**config.mk**
```make
export PLATFORM = sky130hd
export DESIGN_NAME = vga_timing_gen_flat
export DESIGN_NICKNAME = d
export VERILOG_FILES = /design/src/rtl/vga_timing_gen_if.sv /design/src/rtl/vga_timing_gen.sv /design/src/flat_wrapper.sv
export SDC_FILE = /design/constraint.sdc
export NUM_CORES = 1
export LEC_CHECK = 0
export ABC_AREA = 1
export BUFFER_PORTS_ARGS = -buffer_cell sky130_fd_sc_hd__buf_2
export CORE_MARGIN = 2
export CORE_UTILIZATION = 25
export DETAILED_ROUTE_END_ITERATION = 8
export REMOVE_ABC_BUFFERS = 1
export SYNTH_ARGS = -nofsm -noshare
export SYNTH_HDL_FRONTEND = slang
export SYNTH_SLANG_ARGS = --single-unit
```
**constraint.sdc**
```tcl
create_clock -name vga_clk -period 1.83 [get_ports vga_clk]
set_input_delay 0.366 -clock vga_clk [delete_from_list [all_inputs] [get_ports vga_clk]]
set_output_delay 0.366 -clock vga_clk [all_outputs]
set_load 0.1 [all_outputs]
```
**src/rtl/vga_timing_gen_if.sv**
```systemverilog
// Raster timing bundle between the VGA timing generator and its downstream
// sprite/overlay consumers; pix_ce flows into the generator, everything else out.
interface vga_timing_gen_if;
   logic       pix_ce;
   logic [9:0] DrawX;
   logic [9:0] DrawY;
   logic       hsync;
   logic       vsync;
   logic       blank;
   logic       line_start;
   logic       frame_start;
   logic [7:0] frame_count;

   modport master (
      input  pix_ce,
      output DrawX, DrawY, hsync, vsync, blank, line_start, frame_start, frame_count
   );

   modport slave (
      output pix_ce,
      input  DrawX, DrawY, hsync, vsync, blank, line_start, frame_start, frame_count
   );
endinterface

```
**src/rtl/vga_timing_gen.sv**
```systemverilog
// 640x480@60 raster timing: coordinates, active-low syncs, blank and frame/line
// markers, all registered from next-state counters so they stay mutually aligned.
module vga_timing_gen #(
   parameter int H_VISIBLE = 640,
   parameter int H_FP      = 16,
   parameter int H_SYNC    = 96,
   parameter int H_BP      = 48,
   parameter int V_VISIBLE = 480,
   parameter int V_FP      = 10,
   parameter int V_SYNC    = 2,
   parameter int V_BP      = 33
) (
   input  logic             vga_clk,
   input  logic             reset,
   vga_timing_gen_if.master vga
);

   localparam int         H_TOTAL  = H_VISIBLE + H_FP + H_SYNC + H_BP;
   localparam int         V_TOTAL  = V_VISIBLE + V_FP + V_SYNC + V_BP;
   localparam logic [9:0] H_LAST   = 10'(H_TOTAL - 1);
   localparam logic [9:0] V_LAST   = 10'(V_TOTAL - 1);
   localparam logic [9:0] H_VIS    = 10'(H_VISIBLE);
   localparam logic [9:0] V_VIS    = 10'(V_VISIBLE);
   localparam logic [9:0] HS_FIRST = 10'(H_VISIBLE + H_FP);
   localparam logic [9:0] HS_LAST  = 10'(H_VISIBLE + H_FP + H_SYNC - 1);
   localparam logic [9:0] VS_FIRST = 10'(V_VISIBLE + V_FP);
   localparam logic [9:0] VS_LAST  = 10'(V_VISIBLE + V_FP + V_SYNC - 1);

   logic [9:0] h_q, h_d;
   logic [9:0] v_q, v_d;
   logic       hsync_q, hsync_d;
   logic       vsync_q, vsync_d;
   logic       blank_q, blank_d;
   logic       line_start_q, line_start_d;
   logic       frame_start_q, frame_start_d;
   logic [7:0] frame_count_q, frame_count_d;

   // Next counter position, then syncs/blank derived from that same position so
   // they land in the register together with the coordinates.
   always_comb begin
      h_d           = h_q;
      v_d           = v_q;
      line_start_d  = 1'b0;
      frame_start_d = 1'b0;
      frame_count_d = frame_count_q;
      if (vga.pix_ce) begin
         if (h_q == H_LAST) begin
            h_d          = 10'd0;
            line_start_d = 1'b1;
            if (v_q == V_LAST) begin
               v_d           = 10'd0;
               frame_start_d = 1'b1;
               frame_count_d = frame_count_q + 8'd1;
            end else begin
               v_d = v_q + 10'd1;
            end
         end else begin
            h_d = h_q + 10'd1;
         end
      end else begin
         h_d = h_q;
      end
      hsync_d = !((h_d >= HS_FIRST) && (h_d <= HS_LAST));
      vsync_d = !((v_d >= VS_FIRST) && (v_d <= VS_LAST));
      blank_d = (h_d >= H_VIS) || (v_d >= V_VIS);
   end

   // Timing state register; reset overrides pix_ce.
   always_ff @(posedge vga_clk) begin
      if (reset) begin
         h_q           <= 10'd0;
         v_q           <= 10'd0;
         hsync_q       <= 1'b1;
         vsync_q       <= 1'b1;
         blank_q       <= 1'b0;
         line_start_q  <= 1'b0;
         frame_start_q <= 1'b0;
         frame_count_q <= 8'd0;
      end else begin
         h_q           <= h_d;
         v_q           <= v_d;
         hsync_q       <= hsync_d;
         vsync_q       <= vsync_d;
         blank_q       <= blank_d;
         line_start_q  <= line_start_d;
         frame_start_q <= frame_start_d;
         frame_count_q <= frame_count_d;
      end
   end

   assign vga.DrawX       = h_q;
   assign vga.DrawY       = v_q;
   assign vga.hsync       = hsync_q;
   assign vga.vsync       = vsync_q;
   assign vga.blank       = blank_q;
   assign vga.line_start  = line_start_q;
   assign vga.frame_start = frame_start_q;
   assign vga.frame_count = frame_count_q;

endmodule
```
**src/flat_wrapper.sv**
```systemverilog
// flat-port wrapper written by rule: the top's interface ports become plain ports
module vga_timing_gen_flat 
#(
   parameter int H_VISIBLE = 640,
   parameter int H_FP      = 16,
   parameter int H_SYNC    = 96,
   parameter int H_BP      = 48,
   parameter int V_VISIBLE = 480,
   parameter int V_FP      = 10,
   parameter int V_SYNC    = 2,
   parameter int V_BP      = 33
)
  (vga_clk, reset, vga_pix_ce, vga_DrawX, vga_DrawY, vga_hsync, vga_vsync, vga_blank, vga_line_start, vga_frame_start, vga_frame_count);
  vga_timing_gen_if vga_i ();
  input  logic vga_clk;
  input  logic reset;
  input wire logic [$bits(vga_i.pix_ce)-1:0] vga_pix_ce;
  output wire logic [$bits(vga_i.DrawX)-1:0] vga_DrawX;
  output wire logic [$bits(vga_i.DrawY)-1:0] vga_DrawY;
  output wire logic [$bits(vga_i.hsync)-1:0] vga_hsync;
  output wire logic [$bits(vga_i.vsync)-1:0] vga_vsync;
  output wire logic [$bits(vga_i.blank)-1:0] vga_blank;
  output wire logic [$bits(vga_i.line_start)-1:0] vga_line_start;
  output wire logic [$bits(vga_i.frame_start)-1:0] vga_frame_start;
  output wire logic [$bits(vga_i.frame_count)-1:0] vga_frame_count;
  assign vga_i.pix_ce = vga_pix_ce;
  assign vga_DrawX = vga_i.DrawX;
  assign vga_DrawY = vga_i.DrawY;
  assign vga_hsync = vga_i.hsync;
  assign vga_vsync = vga_i.vsync;
  assign vga_blank = vga_i.blank;
  assign vga_line_start = vga_i.line_start;
  assign vga_frame_start = vga_i.frame_start;
  assign vga_frame_count = vga_i.frame_count;
  vga_timing_gen #(.H_VISIBLE(H_VISIBLE), .H_FP(H_FP), .H_SYNC(H_SYNC), .H_BP(H_BP), .V_VISIBLE(V_VISIBLE), .V_FP(V_FP), .V_SYNC(V_SYNC), .V_BP(V_BP)) u_core (.vga_clk(vga_clk), .reset(reset), .vga(vga_i));
endmodule
```
* Word level (Yosys, flattened, before mapping)
Cells that the tools add are included.
Word-level totals: register bits after elaboration 33, word-level logic and storage cells 36
Cells by class: add/sub/neg operators 3, $lt $le $gt $ge 6, eq/ne operators 2, mux-type cells 7, bitwise logic cells 2, reductions and logical operators 8
Operator list (count):
- $mux W10 | 5
- $add A10 B1 Y10 const B | 2
- $eq A10 B10 Y1 const B | 2
- $ge A10 B10 Y1 const B | 2
- $ge A10 B9 Y1 const B | 2
- $le A10 B10 Y1 const B | 1
- $le A10 B9 Y1 const B | 1
- $add A8 B1 Y8 const B | 1
- $reduce_and A3 Y1 | 1
- $reduce_or A3 Y1 | 1
- $logic_and A1 B1 Y1 | 2
- $logic_not A1 Y1 | 2
- $mux W1 | 2
- $not A1 Y1 | 2
- $reduce_or A2 Y1 | 1
- $logic_or A1 B1 Y1 | 1

* Depth between registers and ports, before layout
Gate-level depths: netlist of run 1.
depth in word-level cells 7, depth in mapped cells 13, gate-level depth less buffers 13

* Worst setup path after synthesis of run 1
No wires, ideal clock.
path kind register to register, start register u_core.h_q[0], in the netlist u_core.vga.DrawX[0], end register u_core.blank_q, in the netlist u_core.vga.blank, library setup time 0.112 ns, data arrival time 2.330 ns, setup slack -0.613 ns, stages on the path, launching flop included 13, path buffers 0, clock period less this slack 2.443 ns, cells stage by stage dfxtp_1 > ha_1 > nand2_1 > nor2_2 > nand2_2 > nor2_4 > nand2_2 > nor2_1 > nand3_1 > nand2_1 > nor2_1 > nand3_1 > nand2_1
Between the ends: word-level cells in the longest chain between the ends 5
Ends and longest elaborated chain:
- from (decl) | RTL line vga_timing_gen.sv:29 | logic [9:0] h_q, h_d;
- from (signal assigned) | RTL line vga_timing_gen.sv:71 | h_q <= 10'd0;
- from (signal assigned) | RTL line vga_timing_gen.sv:80 | h_q <= h_d;
- $add A10 B1 Y10 / $eq A10 B10 Y1 (equally long branches) | RTL line vga_timing_gen.sv:58, vga_timing_gen.sv:47
- $mux W10 | RTL line vga_timing_gen.sv:47 | if (h_q == H_LAST) begin
- $mux W10 | RTL line vga_timing_gen.sv:46 | if (vga.pix_ce) begin
- $ge A10 B10 Y1 / $ge A10 B9 Y1 (equally long branches) | RTL line vga_timing_gen.sv:65 | blank_d = (h_d >= H_VIS) || (v_d >= V_VIS);
- $logic_or A1 B1 Y1 * | RTL line vga_timing_gen.sv:65
- to (signal assigned) | RTL line vga_timing_gen.sv:84 | blank_q <= blank_d;
- to (decl) | RTL line vga_timing_gen.sv:33 | logic blank_q, blank_d;
Mark *: on every way between the ends. The rest lies on a longest branch, timed or not. A chain may end at the register's enable or synchronous reset.

* Worst setup path in the final report of run 1
start register u_core.h_q[1], in the netlist u_core.vga.DrawX[1], end register u_core.blank_q, in the netlist u_core.vga.blank
Same word-level chain as after synthesis.

==> results of run 1 <==
## cells by family (layout without fill, tap and decap cells)
logic type	count (synthesis)	count (layout)	share of synthesized area (%)
and+or+nand+nor	168	168	44.1
AOI/OAI and AO/OA	19	19	5.49
buffers and inverters	48	104	9.95
DFF	33	33	36.2
xor gates and xnor gates	3	3	1.44
adders and majority gates	4	4	2.75
## power by group through the flow
stage               clock network (mW)  registers [mW]  logic [mW]
finish                           0.717           0.725      0.0823
global placement                     0           0.741      0.0761
CTS                              0.729           0.725      0.0765
global route                     0.758           0.725      0.0886
detailed placement                   0           0.741      0.0763
floorplan                            0           0.769      0.0159
## Yosys cell counts
library cell and number:
a21oi_1 7, a22oi_1 1, buf_1 2, buf_2 1, clkbuf_1 1, dfxtp_1 33
ha_1 4, inv_1 43, inv_2 1, nand2_1 67, nand2_2 4, nand2_4 1
nand3_1 19, nand3_2 2, nand4_1 13, nor2_1 40, nor2_2 4, nor2_4 2
nor3_1 8, nor3_2 1, nor3_4 2, nor3b_1 2, nor3b_2 1, nor4_1 2
o21ai_0 9, o21ai_1 1, o21bai_1 1, xnor2_1 1, xor2_1 2
## critical path, cell delays in order (launching register included)
cell and delay (ns):
dfxtp_4 0.37, ha_4 0.16, nand2_4 0.06, nor2_4 0.12, nand4_1 0.23, nor2_1 0.21, nand4_1 0.12, nand3_2 0.12
nand2_1 0.06, nand2_1 0.08, nand2_1 0.05
## cells in the final DEF (no fill, tap or decap), types with 7 or more instances in the layout
cell type / netlist / layout
buf_2: 1 / 35
inv_1: 43 / 40
dfxtp_1: 33 / 27
nand3_1: 19 / 18
nand2_1: 67 / 62
nor2_1: 40 / 38
a21oi_1: 7 / 7
nand4_1: 13 / 13
nor3_1: 8 / 7
buf_4: 0 / 17
o21ai_0: 9 / 9
## layer usage
layer  track usage (%)  wire, microns  vias up
met3              3.14            257        7
met2              21.3           2220       37
met5                 0              0        -
li1                  -              -      982
met4              3.66             59        0
met1              16.3           2310      857
## through the flow
| step | setup TNS, ns | total power, mW | util (%) |
|---|---|---|---|
| floorplan | -12.22 | 0.785 | - |
| global placement | 0 | 0.817 | 30.5 |
| detailed placement | 0 | 0.818 | 30.5 |
| CTS | 0 | 1.53 | 32.1 |
| global route | -0.0394 | 1.57 | 34.1 |
| finish | 0 | 1.52 | 34.1 |
## area by class of cell
class | instances | area (sq um) | share of cell area (%)
Timing Repair Buffer | 52 | 303 | 12.4
Sequential cell | 33 | 673 | 27.7
Clock inverter | 1 | 30.0 | 1.23
Inverter | 44 | 165 | 6.79
Multi-Input combinational cell | 194 | 1050 | 43.2
Tap cell | 99 | 124 | 5.09
Clock buffer | 7 | 86.3 | 3.55
## what timing repair did
action / in CTS / in global routing
setup buffers: 0 / 8
gates resized for setup: 0 / 28
setup endpoints to repair: 0 / 13
## worst max path at each step
stage | from | depth (start not counted) | to | slack (ns)
4_1_cts | u_core.vga.DrawX[1] | 11 | u_core.vga.frame_count[5] | 0.02
3_3_place_gp | u_core.vga.DrawX[1] | 10 | u_core.vga.vsync | 0.08
3_5_place_dp | u_core.vga.DrawX[1] | 12 | u_core.vga.vsync | 0.03
5_1_grt | u_core.vga.DrawX[1] | 12 | u_core.vga.vsync | -0.03
6_report | u_core.vga.DrawX[1] | 10 | u_core.vga.blank | 0.13
2_1_floorplan | u_core.vga.DrawX[0] | 12 | u_core.vga.blank | -0.61
## sequential cells by signal, indices dropped and copies added (netlist names)
signal	flops
u_core.vga.DrawX	10
u_core.vga.DrawY	10
u_core.vga.frame_count	8
u_core.vga.blank	1
u_core.vga.frame_start	1
u_core.vga.hsync	1
u_core.vga.line_start	1
u_core.vga.vsync	1
==> reports/metrics.yaml, run 1 <==
layout:
  final_cells: 430
  fin_nets: 337
  fillers: 812
  antenna_cells: 0
  syn2layout_area_growth_pct: 33.5
  final_layout_size_suffix_gt1_share_pct: 29.3
  finalInstanceArea_sq_um: 2430
grt:
  grt_max_degree: 14
  grtUsageTotal_pct: 12.8
  first_global_vias: 1754
  grt_antenna_before_repair: 0
  grt_first_pass_wirelength_microns: 7870
  gr-total-overflow: 0
clock_tree:
  cts_max_path_buffers: 2
  root_buffer: "clkbuf_8"
  clock_latency_ns: 0.29
  cts_sinks: 33
  numCtsBuffers: 5
  cts.clk_slew.worst_paths_ns: 0.08
  htreeDepth: 2
  postCtsHoldBufs: 0
  cts_tree: "done"
min_path:
  holdPathStages: 2
  hold_end: "u_core.vga.frame_count[6]"
  hold_class: "input pin to flop"
  holdCritStartpoint: "reset"
synth:
  yosysTopAreaCell: "dfxtp_1"
  synth_area_leaders: "dfxtp_1 36%, nand2_1 14%, inv_1 8.9%, nor2_1 8.2%, nand3_1 5.2%"
  synth.avg_cell_area_sq_um: 6.63
  synth-seq-cells: 33
  ys_seq_area_share_pct: 36.2
  synth_top_area_share_pct: 36.2
  synth_area_sq_um: 1820
  syn_inst: 275
  ys_warn_count: 0
  yosysUniqueCellTypes: 29
detailed_routing:
  firstDrtPassIters: 4
  wirelength_microns: 4850
  ant_nets: 0
  vias_per_cell: 4.38
  wire_per_inst_microns: 11.3
  drtIter0Drc: 106
  drc: 0
  num_vias: 1883
power_and_ir_drop:
  switching_power_uw: 339
  p_int_mw: 1.18
  cellPowerDensity_nw_per_um2: 626
  combPwrFrac_pct: 5.4
  power.leakage_nw: 1.14
  power_frac_seq_pct: 47.6
  clkPwrFrac_pct: 47.0
  switching_share_pct: 22.3
  ir_worst_vdd_mv: 0.316
worst_setup_path:
  cp-end-kind: "flop"
  critPathArrivalTime_ns: 1.88
  crit_type: "flop to flop"
  cp_data_required_time_ns: 2.00
  rr_startpoint: "u_core.vga.DrawX[1]"
  crit_path_max_fanout: 4
  r2r_end: "u_core.vga.blank"
  worst_r2r_path_depth: 10
  cp-start-kind: "flop"
  r2r_slack_ns: 0.13
outcome:
  status: "complete, no violations"
sta:
  setup_ws_ns: 0.129
  period_share_pct: 93.0
  whs_ns: 0.408
  setup_violations: 0
  maxClockFrequency_mhz: 588
  worstMarginPinSlew_ns: 0.489
  min_period_ns: 1.70
  finalHoldViolCount: 0
  max_slew_margin_pct: 67.6
  clock_skew_ns: 0.0127
  drv_slew: 0
  rsz0062_at_grt: "true"
floorplan:
  die_w_microns: 89.4
  ios: 36
  fp.dieArea_sq_um: 7990
  initial_core_util_pct: 25.5
  die_h_microns: 89.4
  rows: 31
  core_area_sq_um: 7140
placement:
  place_ws_ns: 0.0320
  place_inst: 414
  gp_congestion: 0.817
  portBuffers: 35
  dp_hpwl_microns: 3740
  post_dp_cell_area_sq_um: 2170
job:
  max_cap_viol_count: 0
Note: power is estimated with default switching activity, not from simulation.
==> run 2, diff against run 1 <==
Settings changed: ABC_AREA 1 to 0, CAP_MARGIN set to 10.
==> run 2 against run 1 <==
  * The run now ends with negative setup slack left
  * Clock power decreased by 15%
  * Non-clock buffer count grew 24
  * Power fell by 7.3%
  * Worst hold slack improved by 0.022 ns
  * Clock skew hardly changed
  * Cell count fell by 15%
  * Maximum frequency decreased by 9.7%
  * Via count fell by 9.9%
  * Critical endpoint unchanged
==> reports/metrics.yaml, run 2 <==
worst_setup_path:
  cp_data_required_time_ns: 2.05
  critPathMaxStageDelay_ns: 0.52
  slowest_stage: "or4_1"
  crit_start: "u_core.vga.DrawX[0]"
  crit_path_max_fanout: 3
  rr_startpoint: "u_core.vga.DrawX[0]"
  r2r_end: "u_core.vga.blank"
  crit_type: "flop to flop"
  critPathArrivalTime_ns: 2.10
  cp-start-kind: "flop"
  worst_r2r_path_depth: 6
  critPathCapture: "u_core.vga.blank"
  cp-end-kind: "flop"
  crit_chain: "buf_4 > nand4_1 > or4_1 > a211oi_2 > a21bo_2 > o211ai_1"
  r2r_slack_ns: -0.05
synth:
  synth_area_sq_um: 1780
  synth_top_family_by_area: "simple AND/OR/NAND/NOR gates"
  ys_async_sr_fraction_pct: 0
  synth_compound_area_share_pct: 7.36
  ys_seq_area_share_pct: 37.0
  yosysTopAreaCell: "dfxtp_1"
  synth_edf_count: 0
  syn_inst: 199
  synthAdderAreaFrac_pct: 2.81
  yosysMostFrequentCell: "dfxtp_1"
  synth_area_leaders: "dfxtp_1 37%, xnor2_1 7.9%, nor2_1 6.1%, nand4_1 4.6%, xor2_1 3.9%"
  synth-simple-area-share_pct: 32.5
  synth.avg_cell_area_sq_um: 8.97
  ys_warn_count: 0
  synth_mux_area_share_pct: 0.561
  postSynth.topFlopCell: "dfxtp_1"
  synth_top_area_share_pct: 37.0
  yosys-top-cells-count: "33 x dfxtp_1, 29 x nor2_1, 16 x xnor2_1"
  synth_xor_area_share_pct: 11.8
  yosysUniqueCellTypes: 42
  synth-seq-cells: 33
floorplan:
  core_area_sq_um: 6870
  rows: 30
  die_h_microns: 88.5
  die_w_microns: 88.5
  initial_core_util_pct: 26.0
  ios: 36
  fp.dieArea_sq_um: 7830
sta:
  drv_slew: 0
  finalHoldViolCount: 0
  period_share_pct: 103
  clock_skew_ns: 0.0124
  min_period_ns: 1.88
  maxClockFrequency_mhz: 531
  max_slew_margin_pct: 67.2
  setup_ws_ns: -0.0535
  setup_violations: 12
  worstMarginPinSlew_ns: 0.495
  whs_ns: 0.430
  rsz0062_at_grt: "true"
placement:
  place_inst: 353
  portBuffers: 35
  gp_congestion: 0.819
  dp_hpwl_microns: 3350
  post_dp_cell_area_sq_um: 2220
grt:
  use_met1_pct: 17.4
  first_global_vias: 1670
  gr-total-overflow: 0
  grt.busiest_layer: "met2"
  grtUsageTotal_pct: 12.8
  grt_antenna_before_repair: 0
  grt_max_degree: 15
  grt_use_met2_pct: 20.0
  grt_use_met3_pct: 3.08
  grt_first_pass_wirelength_microns: 7880
detailed_routing:
  num_vias: 1697
  ant_nets: 0
  wirelength_microns: 4840
  drc: 0
  drtIter0Drc: 68
  wire_per_inst_microns: 13.2
  firstDrtPassIters: 4
  vias_per_cell: 4.62
layout:
  multi_input_area_sq_um: 1210
  fillers: 718
  layout_commonest_cell: "buf_2"
  seqCellArea_sq_um: 662
  finalInstanceArea_sq_um: 2630
  final_cells: 367
  final_layout_size_suffix_gt1_share_pct: 43.2
  antenna_cells: 0
  fin_nets: 277
  final_cell_mix: "36 x buf_2, 35 x buf_4, 32 x dfxtp_1, 23 x nor2_1, 16 x xnor2_1"
  syn2layout_area_growth_pct: 47.3
power_and_ir_drop:
  p_total_mw: 1.41
  power.leakage_nw: 1.15
  ir_worst_vdd_mv: 0.301
  cellPowerDensity_nw_per_um2: 538
min_path:
  holdCritStartpoint: "vga_pix_ce"
  hold_class: "input pin to flop"
clock_tree:
  htreeDepth: 2
  cts.clk_slew.worst_paths_ns: 0.07
  postCtsHoldBufs: 0
  cts_tree: "done"
  root_buffer: "clkbuf_8"
  numCtsBuffers: 5
  cts_max_path_buffers: 2
  cts_sinks: 33
  clock_latency_ns: 0.29
outcome:
  violations: "negative setup slack"
  status: "complete, but fails checks"
job:
  max_cap_viol_count: 0
-- run 2: critical path, delay by kind of cell, from the launching register on --
kind | cells | cell delay (ns)
AND/OR/NAND/NOR | 2 | 0.68
AO/OA/AOI/OAI | 3 | 0.59
flip-flops | 1 | 0.40
buffers and inverters | 1 | 0.14
-- run 2: final cells by class --
cell class | count | share of cell area (%)
multi-input combinational | 151 | 46.1
clock inverter | 1 | 0.190
inverter | 3 | 0.429
clock buffer | 7 | 3.67
sequential | 33 | 25.2
tap | 96 | 4.57
timing repair buffer | 76 | 19.8
-- run 2: stage by stage --
step	utilization, %	setup WS (ns)	setup TNS, ns
final	38.3	-0.0535	-0.317
after global routing	38.3	-0.161	-1.14
after CTS	35.9	-0.0281	-0.0510
after detailed placement	32.3	-0.171	-1.19
after global placement	32.3	-0.158	-1.02
after floorplan	-	-1.19	-23.55
-- run 2: routing by layer --
metal / share of wire (%) / wire (microns)
met5: 0 / 0
met4: 1.3 / 65
met3: 3.7 / 179
met2: 48 / 2310
met1: 47 / 2280
-- run 2: how the worst min path moves through the flow --
stage | slack, ns | depth (start not counted) | end
6_report | 0.43 | 3 | u_core.vga.DrawX[1]
5_1_grt | 0.44 | 3 | u_core.vga.DrawX[1]
4_1_cts | 0.43 | 2 | u_core.vga.DrawX[4]
3_5_place_dp | 0.51 | 2 | u_core.vga.frame_count[7]
3_3_place_gp | 0.51 | 2 | u_core.vga.frame_count[7]
2_1_floorplan | 0.44 | 1 | u_core.vga.DrawX[0]
-- run 2: logic make-up (layout without fill, tap and decap cells) --
logic type	Yosys count	count (layout)
AO/OA/AOI/OAI	19	19
multiplexers	1	1
adder cells (fa/ha/maj)	4	4
XOR/XNOR	24	24
flip-flops	33	33
AND/OR/NAND/NOR	102	103
buffers and inverters	16	87
-- run 2: what timing repair did --
| action | CTS | global route |
|---|---|---|
| pin swaps | 11 | 7 |
| resized for setup | 24 | 22 |
| endpoints found under the setup margin | 18 | 16 |
| buffers inserted | 0 | 4 |
| cloned | 1 | 1 |
-- run 2: power by group --
| group | total, mW | internal (mW) | switching [mW] |
|---|---|---|---|
| logic | 0.0771 | 0.0253 | 0.0517 |
| clock network | 0.610 | 0.340 | 0.270 |
| registers | 0.725 | 0.721 | 0.00435 |
